===== src/rtl/seq_divider.sv =====
// seq_divider: multi-cycle unsigned radix-2 restoring divider.
// One quotient bit per cycle; start/busy/done handshake.
module seq_divider #(
  parameter int WIDTH = 16
) (
  input  logic             clk,
  input  logic             reset,
  input  logic             start,
  input  logic [WIDTH-1:0] dividend,
  input  logic [WIDTH-1:0] divisor,
  output logic             busy,
  output logic             done,
  output logic [WIDTH-1:0] quotient,
  output logic [WIDTH-1:0] remainder,
  output logic             div_by_zero
);

  localparam int CW = (WIDTH > 2) ? $clog2(WIDTH) : 1;
  localparam logic [CW-1:0] LAST = CW'(WIDTH - 1);

  typedef enum logic [1:0] {
    IDLE = 2'b00,
    RUN  = 2'b01,
    DONE = 2'b10
  } state_t;

  state_t st, st_nxt;

  logic [WIDTH-1:0] d_q;
  logic [WIDTH-1:0] q_q;
  // R's top bit is always 0 between iterations (R < D), so only the
  // low WIDTH bits are stored; the trial works in WIDTH+1 bits.
  logic [WIDTH-1:0] r_q;
  logic [CW-1:0]    cnt_q;

  logic             zdiv;
  logic             accept;
  logic             last;
  logic [WIDTH:0]   r_sh;
  logic [WIDTH:0]   trial;
  logic [WIDTH-1:0] q_nxt;
  logic [WIDTH-1:0] r_nxt;

  assign zdiv   = (divisor == '0);
  assign accept = start && (st != RUN);
  assign last   = (cnt_q == LAST);

  // State register
  always_ff @(posedge clk) begin
    if (reset) st <= IDLE;
    else       st <= st_nxt;
  end

  // Next-state logic
  always_comb begin
    st_nxt = st;
    unique case (st)
      IDLE: begin
        if (start) st_nxt = zdiv ? DONE : RUN;
      end
      RUN: begin
        if (last) st_nxt = DONE;
      end
      DONE: begin
        if (start) st_nxt = zdiv ? DONE : RUN;
        else       st_nxt = IDLE;
      end
      default: st_nxt = IDLE;
    endcase
  end

  // Handshake outputs decoded straight from the state register
  always_comb begin
    busy = 1'b0;
    done = 1'b0;
    unique case (st)
      RUN:     busy = 1'b1;
      DONE:    done = 1'b1;
      default: ;
    endcase
  end

  // One restoring step: shift, trial subtract, keep or restore
  always_comb begin
    r_sh  = {r_q, q_q[WIDTH-1]};
    trial = r_sh - {1'b0, d_q};
    if (!trial[WIDTH]) begin
      r_nxt = trial[WIDTH-1:0];
      q_nxt = {q_q[WIDTH-2:0], 1'b1};
    end else begin
      r_nxt = r_sh[WIDTH-1:0];
      q_nxt = {q_q[WIDTH-2:0], 1'b0};
    end
  end

  // Iteration registers
  always_ff @(posedge clk) begin
    if (reset) begin
      d_q   <= '0;
      q_q   <= '0;
      r_q   <= '0;
      cnt_q <= '0;
    end else if (accept) begin
      d_q   <= divisor;
      q_q   <= dividend;
      r_q   <= '0;
      cnt_q <= '0;
    end else if (st == RUN) begin
      q_q   <= q_nxt;
      r_q   <= r_nxt;
      cnt_q <= cnt_q + CW'(1);
    end
  end

  // Result registers: loaded only when a result completes
  always_ff @(posedge clk) begin
    if (reset) begin
      quotient    <= '0;
      remainder   <= '0;
      div_by_zero <= 1'b0;
    end else if (accept) begin
      div_by_zero <= zdiv;
      if (zdiv) begin
        quotient  <= '1;
        remainder <= dividend;
      end
    end else if (st == RUN && last) begin
      quotient  <= q_nxt;
      remainder <= r_nxt;
    end
  end

endmodule


===== config.mk =====
export PLATFORM = sky130hd
export DESIGN_NAME = seq_divider
export DESIGN_NICKNAME = d
export VERILOG_FILES = /design/src/rtl/seq_divider.sv
export SDC_FILE = /design/constraint.sdc
export NUM_CORES = 1
export LEC_CHECK = 0
export BUFFER_PORTS_ARGS = -buffer_cell sky130_fd_sc_hd__buf_2
export CAP_MARGIN = 10
export CORE_ASPECT_RATIO = 0.7
export CORE_MARGIN = 1
export CORE_UTILIZATION = 30
export CTS_CLUSTER_SIZE = 24
export DETAILED_ROUTE_END_ITERATION = 10
export PLACE_DENSITY = 0.56
export SLEW_MARGIN = 15
export SYNTH_ARGS = -nofsm -noshare
export SYNTH_HDL_FRONTEND = slang
export SYNTH_SLANG_ARGS = --single-unit
export TNS_END_PERCENT = 20

===== constraint.sdc =====
create_clock -name clk -period 2.6 [get_ports clk]
set_input_delay 0 -clock clk [delete_from_list [all_inputs] [get_ports clk]]
set_output_delay 0 -clock clk [all_outputs]
set_load 0.01 [all_outputs]

; Word level (Yosys, flattened, before mapping)
; Index checks and enable logic that the tools add are counted.
[op_classes]
n_addsub = 2
n_mul = 0
n_div = 0
order_cmp = 0
eq_ne = 7
n_shift = 0
muxes = 17
bitwise = 0
n_reduce_logical = 9
[ops]
columns = cell, n
row1 = $mux W16, 9
row2 = $sub A17 B16 Y17, 1
row3 = $logic_not A16 Y1, 1
row4 = $mux W2, 4
row5 = $ne A2 B2 Y1 const B, 3
row6 = $pmux W2 S3, 1
row7 = $add A4 B1 Y4 const B, 1
row8 = $eq A4 B4 Y1 const B, 1
row9 = $reduce_and A2 Y1, 2
row10 = $reduce_bool A2 Y1, 2
row11 = $mux W1, 3
row12 = $eq A2 B1 Y1 const B, 1
row13 = $eq A2 B2 Y1 const B, 1
row14 = $logic_and A1 B1 Y1, 2
row15 = $logic_not A2 Y1, 1
row16 = $ne A2 B1 Y1 const B, 1
row17 = $reduce_or A2 Y1, 1
[word_totals]
register_bits = 87
latchBits = 0
ram_bits = 0
mem_bits_ro = 0
output_inout_bits = 35
word_cells = 43
n_memories = 0

; Depth between registers and ports, before layout
[depth]
ltp_word = 4
depth_mapped = 11

; Worst setup path before layout
; Ideal clock, no wire load.
[synth_path]
path_kind = reg-to-reg
from = register q_q[15]
to = register remainder[13]
setup_ns = 0.134
t_arrival_ns = 2.310
t_required_ns = 2.466
slack_ns = 0.156
stages_incl_launch_ff = 12
path_cell_list = dfxtp_1 inv_1 ha_1 fa_1 nand2b_1 a21oi_1 o21ai_1 o21ai_2 xnor2_2 buf_6 mux2i_1 o22ai_1
[synth_via]
elab_chain_len = 4
[synth_rtl]
columns = element, line_no
row1 = "start, declared", 30  ; logic [WIDTH-1:0] q_q;
row2 = "start signal, assigned", 105  ; q_q <= dividend;
row3 = "start signal, assigned", 109  ; q_q <= q_nxt;
row4 = $sub A17 B16 Y17, 86  ; trial = r_sh - {1'b0, d_q};
row5 = $mux W16, 87  ; if (!trial[WIDTH]) begin
row6 = $mux W16, 127  ; end else if (st == RUN && last) begin
row7 = $mux W16, 121  ; end else if (accept) begin
row8 = "end signal, assigned", 125  ; remainder <= dividend;
row9 = "end signal, assigned", 129  ; remainder <= r_nxt;
row10 = "end, declared", 14  ; output logic [WIDTH-1:0] remainder,
; No other way between the ends. The select of a mux whose other input is x is not followed.
; A chain may end at the register's enable or synchronous reset.

; Worst setup path after layout
[layout_path]
from = register r_q[0]
to = register remainder[11]
[layout_via]
elab_chain_len = 4
[layout_rtl]
columns = element, line_no
row1 = "start, declared", 33  ; logic [WIDTH-1:0] r_q;
row2 = "start signal, assigned", 110  ; r_q <= r_nxt;
row3 = $sub A17 B16 Y17, 86
row4 = $mux W16, 87
row5 = $mux W16, 127
row6 = $mux W16, 121
; No other way between the ends. The select of a mux whose other input is x is not followed.

==> impl_results.html <==
<table>
<tr><th>Metric</th><th>Value</th></tr>
<tr><th colspan="2">Run status</th></tr>
<tr><td>Outcome</td><td>complete, no violations</td></tr>
<tr><th colspan="2">Hold path</th></tr>
<tr><td>Path class of the lowest-slack min-delay path</td><td>in2reg</td></tr>
<tr><th colspan="2">Synthesis</th></tr>
<tr><td>Library cell occupying the most area in the post-synthesis netlist</td><td>sky130_fd_sc_hd__dfxtp_1</td></tr>
<tr><td>Number of enable-type register cells in the synthesized netlist</td><td>0</td></tr>
<tr><td>Total of flip-flops plus latches after synthesis</td><td>just under 90</td></tr>
<tr><td>Number of instances in the synthesized netlist</td><td>around 570</td></tr>
<tr><td>Yosys warning total</td><td>0</td></tr>
<tr><td>Main area contributors after synthesis</td><td>sky130_fd_sc_hd__dfxtp_1 38%, sky130_fd_sc_hd__mux2i_1 6.8%, sky130_fd_sc_hd__nor2_1 6.4%</td></tr>
<tr><td>Post-synth top area share</td><td>a little under two fifths</td></tr>
<tr><td>Top flip-flop cell by instance count after synthesis</td><td>sky130_fd_sc_hd__dfxtp_1</td></tr>
<tr><td>Synth unique cells</td><td>54</td></tr>
<tr><td>Post-Syn Nets</td><td>between 600 and 700</td></tr>
<tr><td>Cell with the most instances after synthesis</td><td>sky130_fd_sc_hd__dfxtp_1</td></tr>
<tr><td>Avg Inst Size Synth</td><td>8.01 sq um</td></tr>
<tr><td>Top post-synthesis cells by count</td><td>87 x sky130_fd_sc_hd__dfxtp_1, 77 x sky130_fd_sc_hd__nor2_1, 59 x sky130_fd_sc_hd__nand2_1</td></tr>
<tr><td>Post-Syn Area</td><td>roughly 4500 sq um</td></tr>
<tr><td>FFs w/ async S/R, synth</td><td>0%</td></tr>
<tr><td>Share of synthesized area occupied by flip-flops and latches</td><td>between 30% and 40%</td></tr>
<tr><th colspan="2">Routing</th></tr>
<tr><td>Sum of routed wire length over all layers</td><td>between 10000 and 15000 um</td></tr>
<tr><td>Top layer used by detailed routing</td><td>met4</td></tr>
<tr><td>DR WL/cell</td><td>16.0 um</td></tr>
<tr><td>Met3 Wirelength</td><td>roughly 870 um</td></tr>
<tr><td>First DRT Iteration DRCs</td><td>284</td></tr>
<tr><td>DR DRC count</td><td>0</td></tr>
<tr><td>Post-DR vias/cell</td><td>~5.1</td></tr>
<tr><td>Total routed wire length on the met1 layer</td><td>a little over 7000 um</td></tr>
<tr><td>Overall via count from detail_route</td><td>4392</td></tr>
<tr><td>Number of optimization iterations in the first detailed-route pass</td><td>5</td></tr>
<tr><td>Total met2 wirelength after detailed routing</td><td>between 5000 and 6000 um</td></tr>
<tr><td>Antenna Violating Nets Remaining</td><td>0</td></tr>
<tr><th colspan="2">CTS</th></tr>
<tr><td>Clock latency of the later-clocked register in the worst-skew pair</td><td>roughly 0.34 ns</td></tr>
<tr><td>CTS Buf Count</td><td>9</td></tr>
<tr><td>Total number of clock tree sinks</td><td>between 80 and 90</td></tr>
<tr><td>Longest Clk Path Bufs</td><td>2</td></tr>
<tr><td>CTS clock-pin slew for the worst setup and hold paths</td><td>~0.070 ns</td></tr>
<tr><td>Clock tree from TritonCTS</td><td>yes</td></tr>
<tr><td>Level count of the clock H-tree</td><td>3</td></tr>
<tr><td>Root cell of the clock tree</td><td>sky130_fd_sc_hd__clkbuf_16</td></tr>
<tr><th colspan="2">Timing</th></tr>
<tr><td>PnR worst setup slack</td><td>0.0737 ns</td></tr>
<tr><td>Post-Route Skew</td><td>between 0.007 and 0.008 ns</td></tr>
<tr><td>Top achievable clock speed</td><td>approximately 0.40 GHz</td></tr>
<tr><td>Min cycle time layout</td><td>2.53 ns</td></tr>
<tr><td>Final-report hold violation count</td><td>0</td></tr>
<tr><td>Ratio of final minimum period to clock period</td><td>97.2%</td></tr>
<tr><td>Worst relative slew slack</td><td>21.2%</td></tr>
<tr><td>Count of final max-slew check failures</td><td>0</td></tr>
<tr><td>Final count of negative-setup-slack endpoints</td><td>0</td></tr>
<tr><td>Actual transition at the worst max-transition pin</td><td>between 1 and 1.5 ns</td></tr>
<tr><th colspan="2">Layout</th></tr>
<tr><td>Fraction of layout instances using a drive strength above 1</td><td>approximately 23%</td></tr>
<tr><td>Area Overhead vs Synth</td><td>28.7%</td></tr>
<tr><td>Total inserted antenna cells</td><td>0</td></tr>
<tr><td>Post-layout net count</td><td>between 700 and 800</td></tr>
<tr><td>Post-Layout Cell Count</td><td>859</td></tr>
<tr><th colspan="2">Floorplanning</th></tr>
<tr><td>Vert. Die Dim</td><td>105 um</td></tr>
<tr><td>Floorplan die area</td><td>roughly 16000 sq um</td></tr>
<tr><td>Number of cell rows</td><td>37</td></tr>
<tr><td>Core area</td><td>between 10000 and 15000 sq um</td></tr>
<tr><td>Die width</td><td>about 150 um</td></tr>
<tr><td>I/O pins</td><td>70</td></tr>
<tr><td>Starting density of the core</td><td>approximately 31%</td></tr>
<tr><th colspan="2">Place</th></tr>
<tr><td>Dpl cells</td><td>around 820</td></tr>
<tr><td>Port buffer count</td><td>between 60 and 70</td></tr>
<tr><td>Detailed-placement wirelength estimate</td><td>around 10000 um</td></tr>
<tr><td>Final GP Congestion</td><td>around 0.89</td></tr>
<tr><td>Worst setup slack after placement</td><td>-0.0139 ns</td></tr>
<tr><th colspan="2">Global routing</th></tr>
<tr><td>Global-route wire length before repair</td><td>roughly 22000 um</td></tr>
<tr><td>Largest net degree at the start of global routing</td><td>38</td></tr>
<tr><td>Number of antenna violations at the first check in global routing</td><td>0</td></tr>
<tr><td>Via count of the first global-routing pass</td><td>between 4000 and 5000</td></tr>
<tr><td>Residual overflow from global routing</td><td>0</td></tr>
<tr><td>Global-route total usage across every layer</td><td>between 10% and 20%</td></tr>
<tr><th colspan="2">Worst setup path</th></tr>
<tr><td>Critical setup path kind</td><td>reg2reg</td></tr>
<tr><td>Arrival time at the worst endpoint</td><td>about 2.7 ns</td></tr>
<tr><td>Worst setup EP type</td><td>flip-flop</td></tr>
<tr><td>Biggest fanout along the worst timing path</td><td>4</td></tr>
<tr><td>Required time of the critical path</td><td>roughly 2.8 ns</td></tr>
<tr><td>Sort of element at the start of the critical path</td><td>flip-flop</td></tr>
<tr><td>Slack of the worst reg-to-reg path</td><td>around 0.074 ns</td></tr>
<tr><th colspan="2">Pwr</th></tr>
<tr><td>Reported leakage power</td><td>between 0.002 and 0.003 uW</td></tr>
<tr><td>Power density over the cells</td><td>about 690 nW/um^2</td></tr>
<tr><td>Peak supply drop</td><td>between 0.4 and 0.5 mV</td></tr>
<tr><td>Total power</td><td>~4000 uW</td></tr>
<tr><th colspan="2">Run</th></tr>
<tr><td># Max-Cap Violations</td><td>0</td></tr>
</table>
## cell type report
class | instances | area, sq um
clock buffers | 10 | 239
fillers | 1508 | 8920
repair buffers | 119 | 792
flip-flops and latches | 87 | 1740
clock inverters | 5 | 40.0
well taps | 195 | 244
inverters | 25 | 93.8
multi-input cells | 418 | 2700
## cells in the final DEF, fill, tap and decap left out, types with 15 or more instances in the layout
cell                            Yosys  final
sky130_fd_sc_hd__a211oi_1          16     16
sky130_fd_sc_hd__nand2_1           59     59
sky130_fd_sc_hd__nor3_1            19     19
sky130_fd_sc_hd__dlygate4sd3_1      0     15
sky130_fd_sc_hd__a21oi_1           57     53
sky130_fd_sc_hd__buf_2              9     69
sky130_fd_sc_hd__nor2_1            77     76
sky130_fd_sc_hd__inv_1             25     24
sky130_fd_sc_hd__dfxtp_1           87     86
sky130_fd_sc_hd__buf_4              1     32
sky130_fd_sc_hd__mux2i_1           31     22
sky130_fd_sc_hd__ha_1              17     15
## repair_timing
item                       in CTS  in global routing
pin swaps                       1                  3
gates resized for setup         4                 29
cloned                          0                  1
hold endpoints to repair       15                  0
hold buffers                   15                  0
buffers inserted                0                  4
setup endpoints to repair       8                 31
## metal layers
metal / up-vias / GRT usage [%]
met1: 2062 / 27.7
met2: 140 / 23.9
met5: - / 0
met3: 12 / 3.54
met4: 0 / 4.01
li1: 2178 / -
## worst max-delay path, stage by stage, from the launching register on
cell	delay, ns
sky130_fd_sc_hd__dfxtp_1	0.39
sky130_fd_sc_hd__inv_1	0.13
sky130_fd_sc_hd__fa_2	0.39
sky130_fd_sc_hd__nand2b_4	0.16
sky130_fd_sc_hd__a21oi_4	0.16
sky130_fd_sc_hd__o21ai_2	0.09
sky130_fd_sc_hd__o21ai_2	0.24
sky130_fd_sc_hd__xnor2_4	0.16
sky130_fd_sc_hd__buf_4	0.15
sky130_fd_sc_hd__clkbuf_16	0.16
sky130_fd_sc_hd__mux2i_4	0.25
sky130_fd_sc_hd__o22ai_1	0.11
## logic make-up after synthesis
family,share of synthesized area (%)
and+or+nand+nor,21.3
AOI/OAI and AO/OA,20.0
DFF,38.3
buffers and inverters,6.03
muxes,6.82
adders and majority gates,5.12
xor gates and xnor gates,2.48
## where the power goes
| part | switching [uW] | internal [uW] |
|---|---|---|
| clock | 554 | 676 |
| sequential | 53.0 | 1390 |
| combinational | 720 | 665 |
## worst paths after layout
kind                startpoint             to  depth (start not counted)
hold reg to reg        d_q[15]        d_q[15]                          2
setup reg to reg        r_q[0]  remainder[11]                         11
setup / recovery        r_q[0]  remainder[11]                         11
hold / removal    dividend[10]        q_q[10]                          3
## through the flow
| stage | setup TNS [ns] | util (%) | instance area (sq um) | hold WS [ns] |
|---|---|---|---|---|
| finish | 0 | 39.6 | 5850 | 0.0194 |
| global route | -0.0450 | 39.6 | 5850 | 0.0352 |
| CTS | 0 | 38.3 | 5650 | 0.0119 |
| detailed placement | -0.0139 | 35.2 | 5200 | 0.261 |
| global placement | 0 | 35.2 | 5200 | 0.252 |
| floorplan | 0 | - | 4550 | 0.136 |
## flip-flops by register name (all words and copies together), names as in the netlist
| signal | cells |
|---|---|
| d_q | 16 |
| r_q | 16 |
| cnt_q | 4 |
| st | 2 |
| q_q | 16 |
| remainder | 16 |
| div_by_zero | 1 |
| quotient | 16 |
(Power assumes the default switching activity.)
